## src/rtl/mem_loader.sv

```systemverilog
// Host-side sequencer for the cpu external memory ports: load imem, load dmem,
// run the cpu for a fixed number of cycles, then stream a dmem window back out.
module mem_loader #(
  parameter int          CNT_W     = 16,
  parameter logic [63:0] IMEM_BASE = 64'd0,
  parameter logic [63:0] DMEM_BASE = 64'd0
) (
  input  logic             clk,
  input  logic             arst_n,
  input  logic             start,
  input  logic [CNT_W-1:0] n_instr,
  input  logic [CNT_W-1:0] n_data,
  input  logic [31:0]      run_cycles,
  input  logic [CNT_W-1:0] n_dump,
  input  logic             s_valid,
  output logic             s_ready,
  input  logic [63:0]      s_data,
  output logic             m_valid,
  input  logic             m_ready,
  output logic [63:0]      m_data,
  output logic             busy,
  output logic             done,
  output logic             cpu_enable,
  output logic [63:0]      addr_ext,
  output logic             wen_ext,
  output logic             ren_ext,
  output logic [31:0]      wdata_ext,
  output logic [63:0]      addr_ext_2,
  output logic             wen_ext_2,
  output logic             ren_ext_2,
  output logic [63:0]      wdata_ext_2,
  input  logic [63:0]      rdata_ext_2
);

  localparam logic [2:0] S_IDLE     = 3'd0;
  localparam logic [2:0] S_LOAD_I   = 3'd1;
  localparam logic [2:0] S_LOAD_D   = 3'd2;
  localparam logic [2:0] S_RUN      = 3'd3;
  localparam logic [2:0] S_DUMP_RD  = 3'd4;
  localparam logic [2:0] S_DUMP_CAP = 3'd5;
  localparam logic [2:0] S_DUMP_OUT = 3'd6;
  localparam logic [2:0] S_DONE     = 3'd7;

  localparam logic [CNT_W-1:0] CNT_ONE = CNT_W'(1);

  logic [2:0]       state;
  logic [CNT_W-1:0] k;
  logic [CNT_W-1:0] n_instr_q;
  logic [CNT_W-1:0] n_data_q;
  logic [CNT_W-1:0] n_dump_q;
  logic [31:0]      run_cnt;

  logic             imem_vld_p1;
  logic [63:0]      imem_addr_p1;
  logic [31:0]      imem_data_p1;
  logic             dmem_vld_p1;
  logic [63:0]      dmem_addr_p1;
  logic [63:0]      dmem_data_p1;
  logic [63:0]      m_data_q;

  logic             hs;
  logic [63:0]      imem_off;
  logic [63:0]      dmem_off;

  // First phase, in sequence order, that still has work to do.
  function automatic logic [2:0] first_phase(input logic ni_nz, input logic nd_nz,
                                             input logic rc_nz, input logic nm_nz);
    if (ni_nz)      return S_LOAD_I;
    else if (nd_nz) return S_LOAD_D;
    else if (rc_nz) return S_RUN;
    else if (nm_nz) return S_DUMP_RD;
    else            return S_DONE;
  endfunction

  // k counts accepted words, so ready drops the cycle after the last accept.
  assign s_ready  = ((state == S_LOAD_I) && (k != n_instr_q)) ||
                    ((state == S_LOAD_D) && (k != n_data_q));
  assign hs       = s_valid & s_ready;
  assign imem_off = {{(62-CNT_W){1'b0}}, k, 2'b00};
  assign dmem_off = {{(61-CNT_W){1'b0}}, k, 3'b000};

  always_ff @(posedge clk) begin
    if (!arst_n) begin
      state        <= S_IDLE;
      k            <= '0;
      n_instr_q    <= '0;
      n_data_q     <= '0;
      n_dump_q     <= '0;
      run_cnt      <= '0;
      imem_vld_p1  <= 1'b0;
      imem_addr_p1 <= '0;
      imem_data_p1 <= '0;
      dmem_vld_p1  <= 1'b0;
      dmem_addr_p1 <= '0;
      dmem_data_p1 <= '0;
      m_data_q     <= '0;
    end else begin
      imem_vld_p1 <= 1'b0;
      dmem_vld_p1 <= 1'b0;
      case (state)
        S_IDLE, S_DONE: begin
          if (start) begin
            n_instr_q <= n_instr;
            n_data_q  <= n_data;
            n_dump_q  <= n_dump;
            run_cnt   <= run_cycles;
            k         <= '0;
            state     <= first_phase(n_instr != '0, n_data != '0,
                                     run_cycles != '0, n_dump != '0);
          end
        end
        // ---- stage p1: accepted word becomes a one-cycle imem write ----
        S_LOAD_I: begin
          if (hs) begin
            imem_vld_p1  <= 1'b1;
            imem_addr_p1 <= IMEM_BASE + imem_off;
            imem_data_p1 <= s_data[31:0];
            k            <= k + CNT_ONE;
          end else if (imem_vld_p1 && (k == n_instr_q)) begin
            k     <= '0;
            state <= first_phase(1'b0, n_data_q != '0, run_cnt != '0, n_dump_q != '0);
          end
        end
        // ---- stage p1: accepted word becomes a one-cycle dmem write ----
        S_LOAD_D: begin
          if (hs) begin
            dmem_vld_p1  <= 1'b1;
            dmem_addr_p1 <= DMEM_BASE + dmem_off;
            dmem_data_p1 <= s_data;
            k            <= k + CNT_ONE;
          end else if (dmem_vld_p1 && (k == n_data_q)) begin
            k     <= '0;
            state <= first_phase(1'b0, 1'b0, run_cnt != '0, n_dump_q != '0);
          end
        end
        S_RUN: begin
          run_cnt <= run_cnt - 32'd1;
          if (run_cnt == 32'd1) begin
            state <= first_phase(1'b0, 1'b0, 1'b0, n_dump_q != '0);
          end
        end
        S_DUMP_RD: state <= S_DUMP_CAP;
        // ---- stage p1: read data returns one cycle after the strobe ----
        S_DUMP_CAP: begin
          m_data_q <= rdata_ext_2;
          state    <= S_DUMP_OUT;
        end
        S_DUMP_OUT: begin
          if (m_ready) begin
            k     <= k + CNT_ONE;
            state <= ((k + CNT_ONE) == n_dump_q) ? S_DONE : S_DUMP_RD;
          end
        end
        default: state <= S_IDLE;
      endcase
    end
  end

  assign busy        = (state != S_IDLE) && (state != S_DONE);
  assign done        = (state == S_DONE);
  assign cpu_enable  = (state == S_RUN);
  assign wen_ext     = imem_vld_p1;
  assign addr_ext    = imem_addr_p1;
  assign wdata_ext   = imem_data_p1;
  assign ren_ext     = 1'b0;
  assign wen_ext_2   = dmem_vld_p1;
  assign ren_ext_2   = (state == S_DUMP_RD);
  assign addr_ext_2  = ren_ext_2 ? (DMEM_BASE + dmem_off) : dmem_addr_p1;
  assign wdata_ext_2 = dmem_data_p1;
  assign m_valid     = (state == S_DUMP_OUT);
  assign m_data      = m_data_q;

endmodule
```

## config.mk

```make
export PLATFORM = sky130hd
export DESIGN_NAME = mem_loader
export DESIGN_NICKNAME = d
export VERILOG_FILES = /design/src/rtl/mem_loader.sv
export SDC_FILE = /design/constraint.sdc
export NUM_CORES = 1
export LEC_CHECK = 0
export ABC_AREA = 1
export CAP_MARGIN = 20
export CELL_PAD_IN_SITES_DETAIL_PLACEMENT = 0
export CELL_PAD_IN_SITES_GLOBAL_PLACEMENT = 1
export CORE_ASPECT_RATIO = 1.2
export CORE_MARGIN = 1.5
export CORE_UTILIZATION = 28
export DETAILED_ROUTE_END_ITERATION = 10
export PLACE_DENSITY_LB_ADDON = 0.1
export SLEW_MARGIN = 20
export SYNTH_ARGS = -nofsm -noshare
export SYNTH_HDL_FRONTEND = slang
export SYNTH_SLANG_ARGS = --single-unit
```

## constraint.sdc

```tcl
create_clock -name clk -period 1.8 [get_ports clk]
set_clock_uncertainty 0.2 [all_clocks]
set_input_delay 0.36 -clock clk [delete_from_list [all_inputs] [get_ports clk]]
set_output_delay 0.36 -clock clk [all_outputs]
set_load 0.01 [all_outputs]
```

==> results of run 1 <==
-- how the worst min path moves through the flow --
stage,start,to,slack (ns),cells after the start
after floorplan,dmem_addr_p1[10]$_SDFFE_PN0P_,dmem_addr_p1[10]$_SDFFE_PN0P_,0.24,2
after global placement,wdata_ext[8]$_SDFFE_PN0P_,wdata_ext[8]$_SDFFE_PN0P_,0.25,2
after detailed placement,wdata_ext[0]$_SDFFE_PN0P_,wdata_ext[0]$_SDFFE_PN0P_,0.25,2
after CTS,s_data[53],wdata_ext_2[53]$_SDFFE_PN0P_,0.16,3
after global routing,s_data[53],wdata_ext_2[53]$_SDFFE_PN0P_,0.17,3
final,s_data[63],wdata_ext_2[63]$_SDFFE_PN0P_,0.18,3
-- power by group through the flow --
stage	sequential [mW]	combinational [mW]	clock (mW)
after floorplan	8.03	5.76	0
final	7.94	17.1	7.69
after global routing	8.04	18.3	8.12
after global placement	7.99	11.3	0
after CTS	7.89	14.5	7.90
after detailed placement	8.00	11.3	0
-- registers in the layout (all words and copies together), names as in the netlist, 32 cells and up --
register,count
run_cnt,32
wdata_ext,32
m_data,64
wdata_ext_2,64
-- layout make-up --
type	count	area, um^2	area share [%]
repair buffers	890	9370	33.7
clock buffers	48	1030	3.69
flip-flops and latches	293	5900	21.2
inverters	145	623	2.24
multi-input cells	1532	9900	35.6
well taps	644	806	2.89
clock inverters	16	205	0.737
-- tightest hold or removal path, stage by stage --
cell and delay [ns]:
sky130_fd_sc_hd__clkdlybuf4s50_1 0.41, sky130_fd_sc_hd__nand3_2 0.08, sky130_fd_sc_hd__a21oi_2 0.04
-- through the flow --
step	TNS, ns	util [%]	hold slack (ns)	setup WS [ns]	area, um^2
global route	-140.03	55.1	0.171	-0.728	27800
CTS	-116.60	49.2	0.157	-0.685	24900
detailed placement	-136.59	42.6	0.251	-0.881	21500
finish	-118.10	55.1	0.178	-0.665	27800
global placement	-136.92	42.6	0.246	-0.907	21500
floorplan	-14.43	-	0.239	-0.113	15000
-- timing repair --
action | CTS | global route
setup endpoints to repair | 427 | 335
setup buffers | 57 | 37
pin swaps | 60 | 198
gates cloned | 34 | 21
hold buffers | 1 | 0
gates resized for setup | 602 | 761
hold endpoints to repair | 3 | 0
-- cell families (layout without fill, tap and decap cells) --
| family | after synthesis | in the layout | synth area share (%) |
|---|---|---|---|
| DFF | 293 | 293 | 40.8 |
| other | 1 | 97 | 0.0261 |
| xor gates and xnor gates | 19 | 19 | 1.25 |
| AOI/OAI and AO/OA | 416 | 416 | 14.9 |
| adders and majority gates | 4 | 4 | 0.348 |
| and+or+nand+nor | 994 | 996 | 29.3 |
| buffers and inverters | 370 | 1099 | 13.4 |
-- routing by layer --
layer	global-route usage (%)	share of wire, %	vias up
met1	28.2	42	7966
met2	39.4	49	496
met4	5.88	2.5	2
li1	-	-	8282
met3	5.91	6.4	88
met5	0	0.018	-
-- cell usage in the layout (no fill, tap or decap), drive strengths merged, types with 11 or more instances in the layout --
cell type      instances
buf                  480
nand2                468
dfxtp                293
nor2                 282
a21oi                212
clkdlybuf4s50        211
nand3                184
o21ai                178
dlygate4sd2          156
inv                  143
conb                  97
clkbuf                75
nand4                 35
clkdlybuf4s15         14
xor2                  13
nor4                  11
==> metrics.txt, run 1 <==
setup repair after global routing missed its margin=true; termination of the worst setup path=s_ready; yosys synthesis warning count=0; worst setup slack after layout=-0.665 ns; Residual DRC=0; kind of end point of the critical path=output pin; leading post-synthesis cells by cell area=sky130_fd_sc_hd__dfxtp_1, sky130_fd_sc_hd__nand2_1, sky130_fd_sc_hd__a21oi_1; total power after layout=32.8 mW; share of the clock period used by the worst path after layout=137%; clock period minus worst slack=2.46 ns; PortBufs=412; number of hold-slack violations in the final timing report=0; transition time of the tightest slew-check pin=0.543 ns; number of antenna-violating nets in the routed design=0; Layout fillers=4736; global-route usage over all layers=22.9%; row count=90; internal power component=20.3 mW; htree depth=2; CTS tree=yes; number of buffers and inverters on the critical path=2; summed instance area of the synthesized netlist=0.0144 mm^2; number of max-slew violations in the final report=0; ratio of cells with drive above 1 in the final layout=40.1%; Sw Share=38.0%; origin of the critical flop-to-flop path=k[12]$_SDFFE_PN0P_; most frequent cell after synthesis=sky130_fd_sc_hd__nand2_1; count of unique library cells instantiated by Yosys=45; full die area=0.0528 mm^2; Seq/Total Area, Yosys=40.8%; area grow syn2layout=93.4%; die outline width=210 um; count of max-cap constraint violations=0; diodes inserted=0; average instance area after synthesis=6.86 um^2; Top Family by Delay on Critical Path=simple AND/OR/NAND/NOR gates; total iterations of the first detailed-routing run=5; Yosys top cell by area=sky130_fd_sc_hd__dfxtp_1; vias per inst=4.72; Longest Clk Path Bufs=3; clock buffers created by TritonCTS=36; routed wirelength normalized by instance count=18.3 um; Detailed Route WL=65.2 mm; core region area=0.0506 mm^2; leakage=11.9 nW; register-to-register path setup slack=-0.66 ns; part of the total power dissipated in combinational logic=52.3%; Clk pin slew, worst setup/hold paths=0.06 ns; endpoint of the worst-slack reg-to-reg timing path=k[2]$_SDFFE_PN0P_; pin count of the biggest net entering global routing=77; post-synthesis async set-or-reset flop share=0%; cell count after synthesis=2097; Crit Path Category=reg -> out; switching pwr=12.4 mW; clock sink total=293; Critical-path top delay cell=sky130_fd_sc_hd__dfxtp_4; violations in the final reports=setup timing; FF-to-FF path depth=17; instance count after placement with tap cells included=3397; remaining global-route overflow=0; cell types with the highest counts after synthesis=sky130_fd_sc_hd__nand2_1, sky130_fd_sc_hd__dfxtp_1, sky130_fd_sc_hd__nor2_1, sky130_fd_sc_hd__a21oi_1, sky130_fd_sc_hd__nand3_1; highest achievable clock rate=0.406 GHz; via count of the first global-routing pass=16432; die height=251 um; sequential fraction of design power=24.2%; antenna violations before repair=1; RD Place Congestion=0.849; final setup fails=266; non-filler cells in the finished layout=3568; share of Yosys cell area claimed by the top area cell type=40.8%; starting density of the core=28.5%; largest incremental delay on the critical path=0.38 ns; ordered cell list for the critical path=buf_6 -> nand2_2 -> nand2_1 -> nor2_1 -> nand2_1 -> nor2_2 -> nand2_2 -> nand2_4 -> nand2_4 -> buf_6; clock network latency to the later pin of the worst-skew pair=0.56 ns; data required time of the critical path=1.24 ns; total number of vias=16834; pwr/cell area=1180 mW/mm^2; final-stage net count=3115; clock network power share=23.5%; Ports=510; maximum fanout count along the critical path=4; violation count after the first detailed-routing iteration=756; arrival time of the worst setup path=1.90 ns; Startpoint Class=flip-flop; flop and latch count out of synthesis=293; startpoint of the most critical setup path=k[12]$_SDFFE_PN0P_; estimated wirelength of the detail-placed design=41.9 mm; Levels on crit path=10; IR drop worst, VDD=822 uV; CTS Root Cell=sky130_fd_sc_hd__clkbuf_16; EDFF count, synth=0; worst slew margin relative to its limit=63.8%; wire length of the first global-routing pass=94.5 mm; Top FF cell, synth=sky130_fd_sc_hd__dfxtp_1; Tightest Hold Check Type=in -> reg; outcome=finished with violations
(Power assumes the default switching activity.)
==> run 2, diff against run 1 <==
--- a/config.mk
+++ b/config.mk
@@ -6,14 +6,13 @@
 export NUM_CORES = 1
 export LEC_CHECK = 0
 export ABC_AREA = 1
-export CAP_MARGIN = 20
 export CELL_PAD_IN_SITES_DETAIL_PLACEMENT = 0
 export CELL_PAD_IN_SITES_GLOBAL_PLACEMENT = 1
 export CORE_ASPECT_RATIO = 1.2
 export CORE_MARGIN = 1.5
 export CORE_UTILIZATION = 28
 export DETAILED_ROUTE_END_ITERATION = 10
-export PLACE_DENSITY_LB_ADDON = 0.1
+export PLACE_DENSITY_LB_ADDON = 0.12
 export SLEW_MARGIN = 20
 export SYNTH_ARGS = -nofsm -noshare
 export SYNTH_HDL_FRONTEND = slang
==> metrics.txt, run 2 (synthesized netlist as in run 1, its figures left out) <==
outcome=finished with violations; violations in the final reports=setup timing; global routing usage on met2=42.6% (+3.2 points); data required time of the critical path=1.24 ns (about the same); row count=90 (unchanged); antenna violations before repair=2 (+1); Crit Path Category=reg -> out; total iterations of the first detailed-routing run=7 (+2); total area of multi-input combinational cells=0.00872 mm^2 (-12%); core region area=0.0506 mm^2 (unchanged); remaining global-route overflow=0 (unchanged); number of max-slew violations in the final report=0 (unchanged); total number of vias=16814 (-0.12%); share of the clock period used by the worst path after layout=134% (-3.2 points); via count of the first global-routing pass=16704 (+1.7%); kind of end point of the critical path=output pin; Residual DRC=0 (unchanged); leakage=11.9 nW (+0.63%); final design area excluding fillers=0.0268 mm^2 (-3.8%); estimated wirelength of the detail-placed design=42.7 mm (+1.9%); die outline width=210 um (unchanged); htree depth=2 (unchanged); GR Layer Usage met3=5.97% (+0.062 points); Clk pin slew, worst setup/hold paths=0.06 ns (about the same); starting density of the core=28.5% (unchanged); clock network latency to the later pin of the worst-skew pair=0.55 ns (about the same); violation count after the first detailed-routing iteration=821 (+8.6%); CTS tree=yes; Detailed Route WL=65.5 mm (+0.45%); clock period minus worst slack=2.41 ns (-0.0580 ns); wire length of the first global-routing pass=98.5 mm (+4.2%); die height=251 um (unchanged); setup repair after global routing missed its margin=true; global-route usage over all layers=24.1% (+1.2 points); Longest Clk Path Bufs=3 (unchanged); Tightest Hold Check Type=in -> reg; final setup fails=254 (-4.5%); Ports=510 (unchanged); Layout fillers=4862 (+2.7%); routed wirelength normalized by instance count=18.3 um (+0.19%); total power after layout=32.4 mW (-1.1%); arrival time of the worst setup path=1.85 ns (-0.05 ns); final design utilization=53.0% (-2.1 points); ratio of cells with drive above 1 in the final layout=33.2% (-7.0 points); count of max-cap constraint violations=0 (unchanged); pwr/cell area=1210 mW/mm^2 (+2.8%); met1 Usage GRT=28.7% (+0.54 points); clock buffers created by TritonCTS=36 (unchanged); area grow syn2layout=86.0%; post-detailed-placement cell area=0.0214 mm^2 (-0.65%); number of antenna-violating nets in the routed design=0 (unchanged); final-stage net count=3127 (+0.39%); leading cell types in the layout, fill and taps excluded=sky130_fd_sc_hd__nand2_1, sky130_fd_sc_hd__buf_4, sky130_fd_sc_hd__dfxtp_1; RD Place Congestion=0.870 (+2.4%); clock sink total=293 (unchanged); worst setup slack after layout=-0.607 ns (+0.0580 ns); PortBufs=412 (unchanged); Startpoint Class=flip-flop; most common library cell in the layout ignoring fill and taps=sky130_fd_sc_hd__nand2_1; full die area=0.0528 mm^2 (unchanged); pin count of the biggest net entering global routing=70 (-9.1%); vias per inst=4.70 (-0.37%); routing layer with the top usage in global route=met2; IR drop worst, VDD=641 uV (-22%); highest achievable clock rate=0.416 GHz (+2.4%); CTS Root Cell=sky130_fd_sc_hd__clkbuf_16; total area of sequential cells=0.00591 mm^2 (+0.13%); maximum fanout count along the critical path=4 (unchanged); number of hold-slack violations in the final timing report=0 (unchanged)
==> run 2: worst paths after layout <==
kind	startpoint	endpoint	slack [ns]	depth (start not counted)
setup / recovery	k[8]$_SDFFE_PN0P_	s_ready	-0.61	10
hold / removal	rdata_ext_2[22]	m_data[22]$_SDFFE_PN0P_	0.19	3
setup reg to reg	k[8]$_SDFFE_PN0P_	k[7]$_SDFFE_PN0P_	-0.58	18
hold reg to reg	wdata_ext_2[51]$_SDFFE_PN0P_	wdata_ext_2[51]$_SDFFE_PN0P_	0.25	2
==> run 2: metrics by stage <==
step	hold slack, ns	setup WS [ns]	setup TNS (ns)	std cells
6_report	0.194	-0.607	-103.38	3577
5_1_grt	0.185	-0.678	-124.69	3577
4_1_cts	0.162	-0.626	-102.86	3557
3_5_place_dp	0.252	-0.640	-85.13	3380
3_3_place_gp	0.246	-0.650	-80.28	3380
2_1_floorplan	0.239	-0.113	-14.43	2193
==> run 2: timing repair <==
action / CTS / global route
pin swaps: 88 / 123
hold buffers: 1 / 0
setup endpoints to repair: 424 / 323
cloned: 50 / 3
resized for setup: 729 / 260
setup buffers: 72 / 34
hold endpoints to repair: 2 / 0
==> run 2: cell type report <==
cell class | instances | share of cell area (%)
Tap cell | 644 | 3.01
Inverter | 145 | 2.27
Sequential cell | 293 | 22.1
Multi-Input combinational cell | 1531 | 32.6
Antenna cell | 1 | 0.00935
Clock inverter | 10 | 0.402
Timing Repair inverter | 1 | 0.0421
Timing Repair Buffer | 902 | 35.7
Clock buffer | 50 | 3.94
==> run 2: metal layers <==
layer / vias up / wire length, um
met5: - / 0
li1: 8308 / -
met1: 7839 / 26600
met4: 0 / 1760
met3: 98 / 4580
met2: 569 / 32600
==> run 2: worst max-delay path, stage by stage, from the launching register on <==
cell                      delay [ns]
sky130_fd_sc_hd__dfxtp_4        0.36
sky130_fd_sc_hd__buf_12         0.13
sky130_fd_sc_hd__nand2_1        0.05
sky130_fd_sc_hd__nand2_1        0.05
sky130_fd_sc_hd__nor2_1         0.11
sky130_fd_sc_hd__nand2_1        0.07
sky130_fd_sc_hd__nor2_2         0.13
sky130_fd_sc_hd__nand2_2        0.09
sky130_fd_sc_hd__nand2_2        0.10
sky130_fd_sc_hd__nand2_4        0.06
sky130_fd_sc_hd__buf_6          0.13
==> run 2: report_power, final <==
part	internal (mW)	switching [mW]
Clock	4.36	2.98
Combinational	8.55	8.58
Sequential	7.37	0.568
==> run 3, diff against run 2 <==
--- a/config.mk
+++ b/config.mk
@@ -6,12 +6,9 @@
 export NUM_CORES = 1
 export LEC_CHECK = 0
 export ABC_AREA = 1
-export CELL_PAD_IN_SITES_DETAIL_PLACEMENT = 0
-export CELL_PAD_IN_SITES_GLOBAL_PLACEMENT = 1
-export CORE_ASPECT_RATIO = 1.2
-export CORE_MARGIN = 1.5
-export CORE_UTILIZATION = 28
+export CORE_AREA = 2 2 196 198
 export DETAILED_ROUTE_END_ITERATION = 10
+export DIE_AREA = 0 0 198 200
 export PLACE_DENSITY_LB_ADDON = 0.12
 export SLEW_MARGIN = 20
 export SYNTH_ARGS = -nofsm -noshare
==> metrics.txt, run 3 (synthesized netlist as in run 1, its figures left out) <==
final setup fails=446 (+76%); FF-to-FF path depth=16 (-2); most common library cell in the layout ignoring fill and taps=sky130_fd_sc_hd__nand2_1; clock network latency to the later pin of the worst-skew pair=0.52 ns (-0.03 ns); total number of vias=16495 (-1.9%); CTS tree=yes; total iterations of the first detailed-routing run=5 (-2); row count=71 (-21%); Layout fillers=3349 (-31%); leakage=10.0 nW (-16%); total power after layout=28.3 mW (-13%); Longest Clk Path Bufs=3 (unchanged); ratio of cells with drive above 1 in the final layout=24.6% (-8.5 points); leading cell types in the layout, fill and taps excluded=sky130_fd_sc_hd__nand2_1, sky130_fd_sc_hd__clkdlybuf4s50_1, sky130_fd_sc_hd__buf_4; IR drop worst, VDD=755 uV (+18%); Sw Share=36.6% (-0.78 points); highest achievable clock rate=0.425 GHz (+2.2%); arrival time of the worst setup path=2.55 ns (+0.70 ns); final design utilization=64.0% (+11 points); antenna violations before repair=0 (-2); diodes inserted=0 (-1); number of hold-slack violations in the final timing report=0 (unchanged); Startpoint Class=flip-flop; vias per inst=4.94 (+5.0%); data required time of the critical path=1.99 ns (+0.75 ns); outcome=finished with violations; number of max-slew violations in the final report=0 (unchanged); Post-CTS Hold Buffers=0 (-1); share of the clock period used by the worst path after layout=131% (-2.9 points); Ports=510 (unchanged); Detailed Route WL=58.1 mm (-11%); Clk pin slew, worst setup/hold paths=0.06 ns (about the same); sequential fraction of design power=27.9% (+3.4 points); PortBufs=412 (unchanged); worst setup slack after layout=-0.555 ns (+0.0518 ns); remaining global-route overflow=0 (unchanged); part of the total power dissipated in combinational logic=45.7% (-7.2 points); Crit Path Category=reg -> reg; core region area=0.0374 mm^2 (-26%); maximum fanout count along the critical path=6 (+2); clock buffers created by TritonCTS=35 (-2.8%); global-route usage over all layers=28.4% (+4.3 points); internal power component=18.0 mW (-11%); violations in the final reports=setup timing; Residual DRC=0 (unchanged); estimated wirelength of the detail-placed design=41.6 mm (-2.4%); pin count of the biggest net entering global routing=60 (-14%); area grow syn2layout=66.4%; switching pwr=10.4 mW (-14%); violation count after the first detailed-routing iteration=887 (+8.0%); number of antenna-violating nets in the routed design=0 (unchanged); starting density of the core=38.5% (+10 points); pwr/cell area=1180 mW/mm^2 (-2.3%); Tightest Hold Check Type=in -> reg; htree depth=2 (unchanged); routed wirelength normalized by instance count=17.4 um (-5.1%); worst hold path depth=4 (+1); final-stage net count=3022 (-3.4%); clock sink total=293 (unchanged); clock period minus worst slack=2.35 ns (-0.0518 ns); kind of end point of the critical path=flip-flop; via count of the first global-routing pass=16022 (-4.1%); RD Place Congestion=0.941 (+8.2%); count of max-cap constraint violations=0 (unchanged); full die area=0.0396 mm^2 (-25%); clock network power share=26.4% (+3.8 points); die outline width=198 um (-5.7%); wire length of the first global-routing pass=88.0 mm (-11%); CTS Root Cell=sky130_fd_sc_hd__clkbuf_16; die height=200 um (-20%); setup repair after global routing missed its margin=true
## run 3: cell types whose count changed in the layout (fill, tap and decap cells not counted), sizes merged, moves of 3 or more
cell,change
nand3,+3
dlygate4sd2,-170
bufbuf,-6
buf,-97
clkdlybuf4s15,-3
clkdlybuf4s50,+173
## run 3: timing repair
action / 4_1_cts / 5_1_grt
pin swaps: 36 / 25
cloned: 21 / 1
setup endpoints to repair: 410 / 479
buffers inserted: 24 / 9
gates resized for setup: 273 / 99
## run 3: layout make-up
class / count / area [um^2] / area share [%]
multi-input cells: 1534 / 7760 / 32.4
clock buffers: 52 / 1050 / 4.39
repair buffers: 796 / 7850 / 32.8
well taps: 511 / 639 / 2.67
flip-flops and latches: 293 / 5920 / 24.7
clock inverters: 10 / 156 / 0.653
inverters: 145 / 583 / 2.43
## run 3: through the flow
stage / hold slack (ns) / cell area, um^2 / std cells / setup slack (ns) / setup TNS, ns
2_1_floorplan: 0.239 / 15000 / 2193 / -0.113 / -14.43
3_3_place_gp: 0.246 / 21100 / 3228 / -0.609 / -80.28
3_5_place_dp: 0.250 / 21100 / 3228 / -0.583 / -80.53
4_1_cts: 0.0961 / 23500 / 3331 / -0.549 / -110.78
5_1_grt: 0.129 / 24000 / 3341 / -0.620 / -147.26
6_report: 0.124 / 24000 / 3341 / -0.555 / -114.26
## run 3: path summary, 6_finish.rpt
kind | from | to | slack (ns)
setup reg to reg | k[6]$_SDFFE_PN0P_ | k[5]$_SDFFE_PN0P_ | -0.55
hold reg to reg | wdata_ext[7]$_SDFFE_PN0P_ | wdata_ext[7]$_SDFFE_PN0P_ | 0.26
setup / recovery | k[6]$_SDFFE_PN0P_ | k[5]$_SDFFE_PN0P_ | -0.55
hold / removal | arst_n | k[1]$_SDFFE_PN0P_ | 0.12
## run 3: metal layers
layer  global-route usage [%]  wire length [um]
met1                     34.9             24000
met2                     47.6             26900
met3                     6.92              4610
met4                     12.5              2640
met5                        0                 0
## run 3: worst max-delay path, cell delays in order (launching register included)
cell and delay [ns]:
sky130_fd_sc_hd__dfxtp_4 0.36, sky130_fd_sc_hd__buf_6 0.12, sky130_fd_sc_hd__nand2_2 0.06, sky130_fd_sc_hd__nand2_2 0.05, sky130_fd_sc_hd__nor2_2 0.10, sky130_fd_sc_hd__nand2_1 0.08
sky130_fd_sc_hd__nor2_2 0.13, sky130_fd_sc_hd__nand2_1 0.08, sky130_fd_sc_hd__nand2_2 0.09, sky130_fd_sc_hd__nand2_4 0.08, sky130_fd_sc_hd__buf_4 0.17, sky130_fd_sc_hd__nand2_8 0.11
sky130_fd_sc_hd__buf_12 0.13, sky130_fd_sc_hd__nand2_8 0.09, sky130_fd_sc_hd__buf_6 0.14, sky130_fd_sc_hd__nand4_1 0.16, sky130_fd_sc_hd__a21oi_2 0.09
## run 3: power by group through the flow
| stage | clock (mW) | sequential [mW] | combinational, mW |
|---|---|---|---|
| after detailed placement | 0 | 7.99 | 10.9 |
| after CTS | 7.62 | 7.89 | 12.5 |
| after floorplan | 0 | 8.03 | 5.76 |
| after global routing | 7.82 | 8.00 | 14.0 |
| final | 7.47 | 7.91 | 12.9 |
| after global placement | 0 | 7.97 | 10.8 |
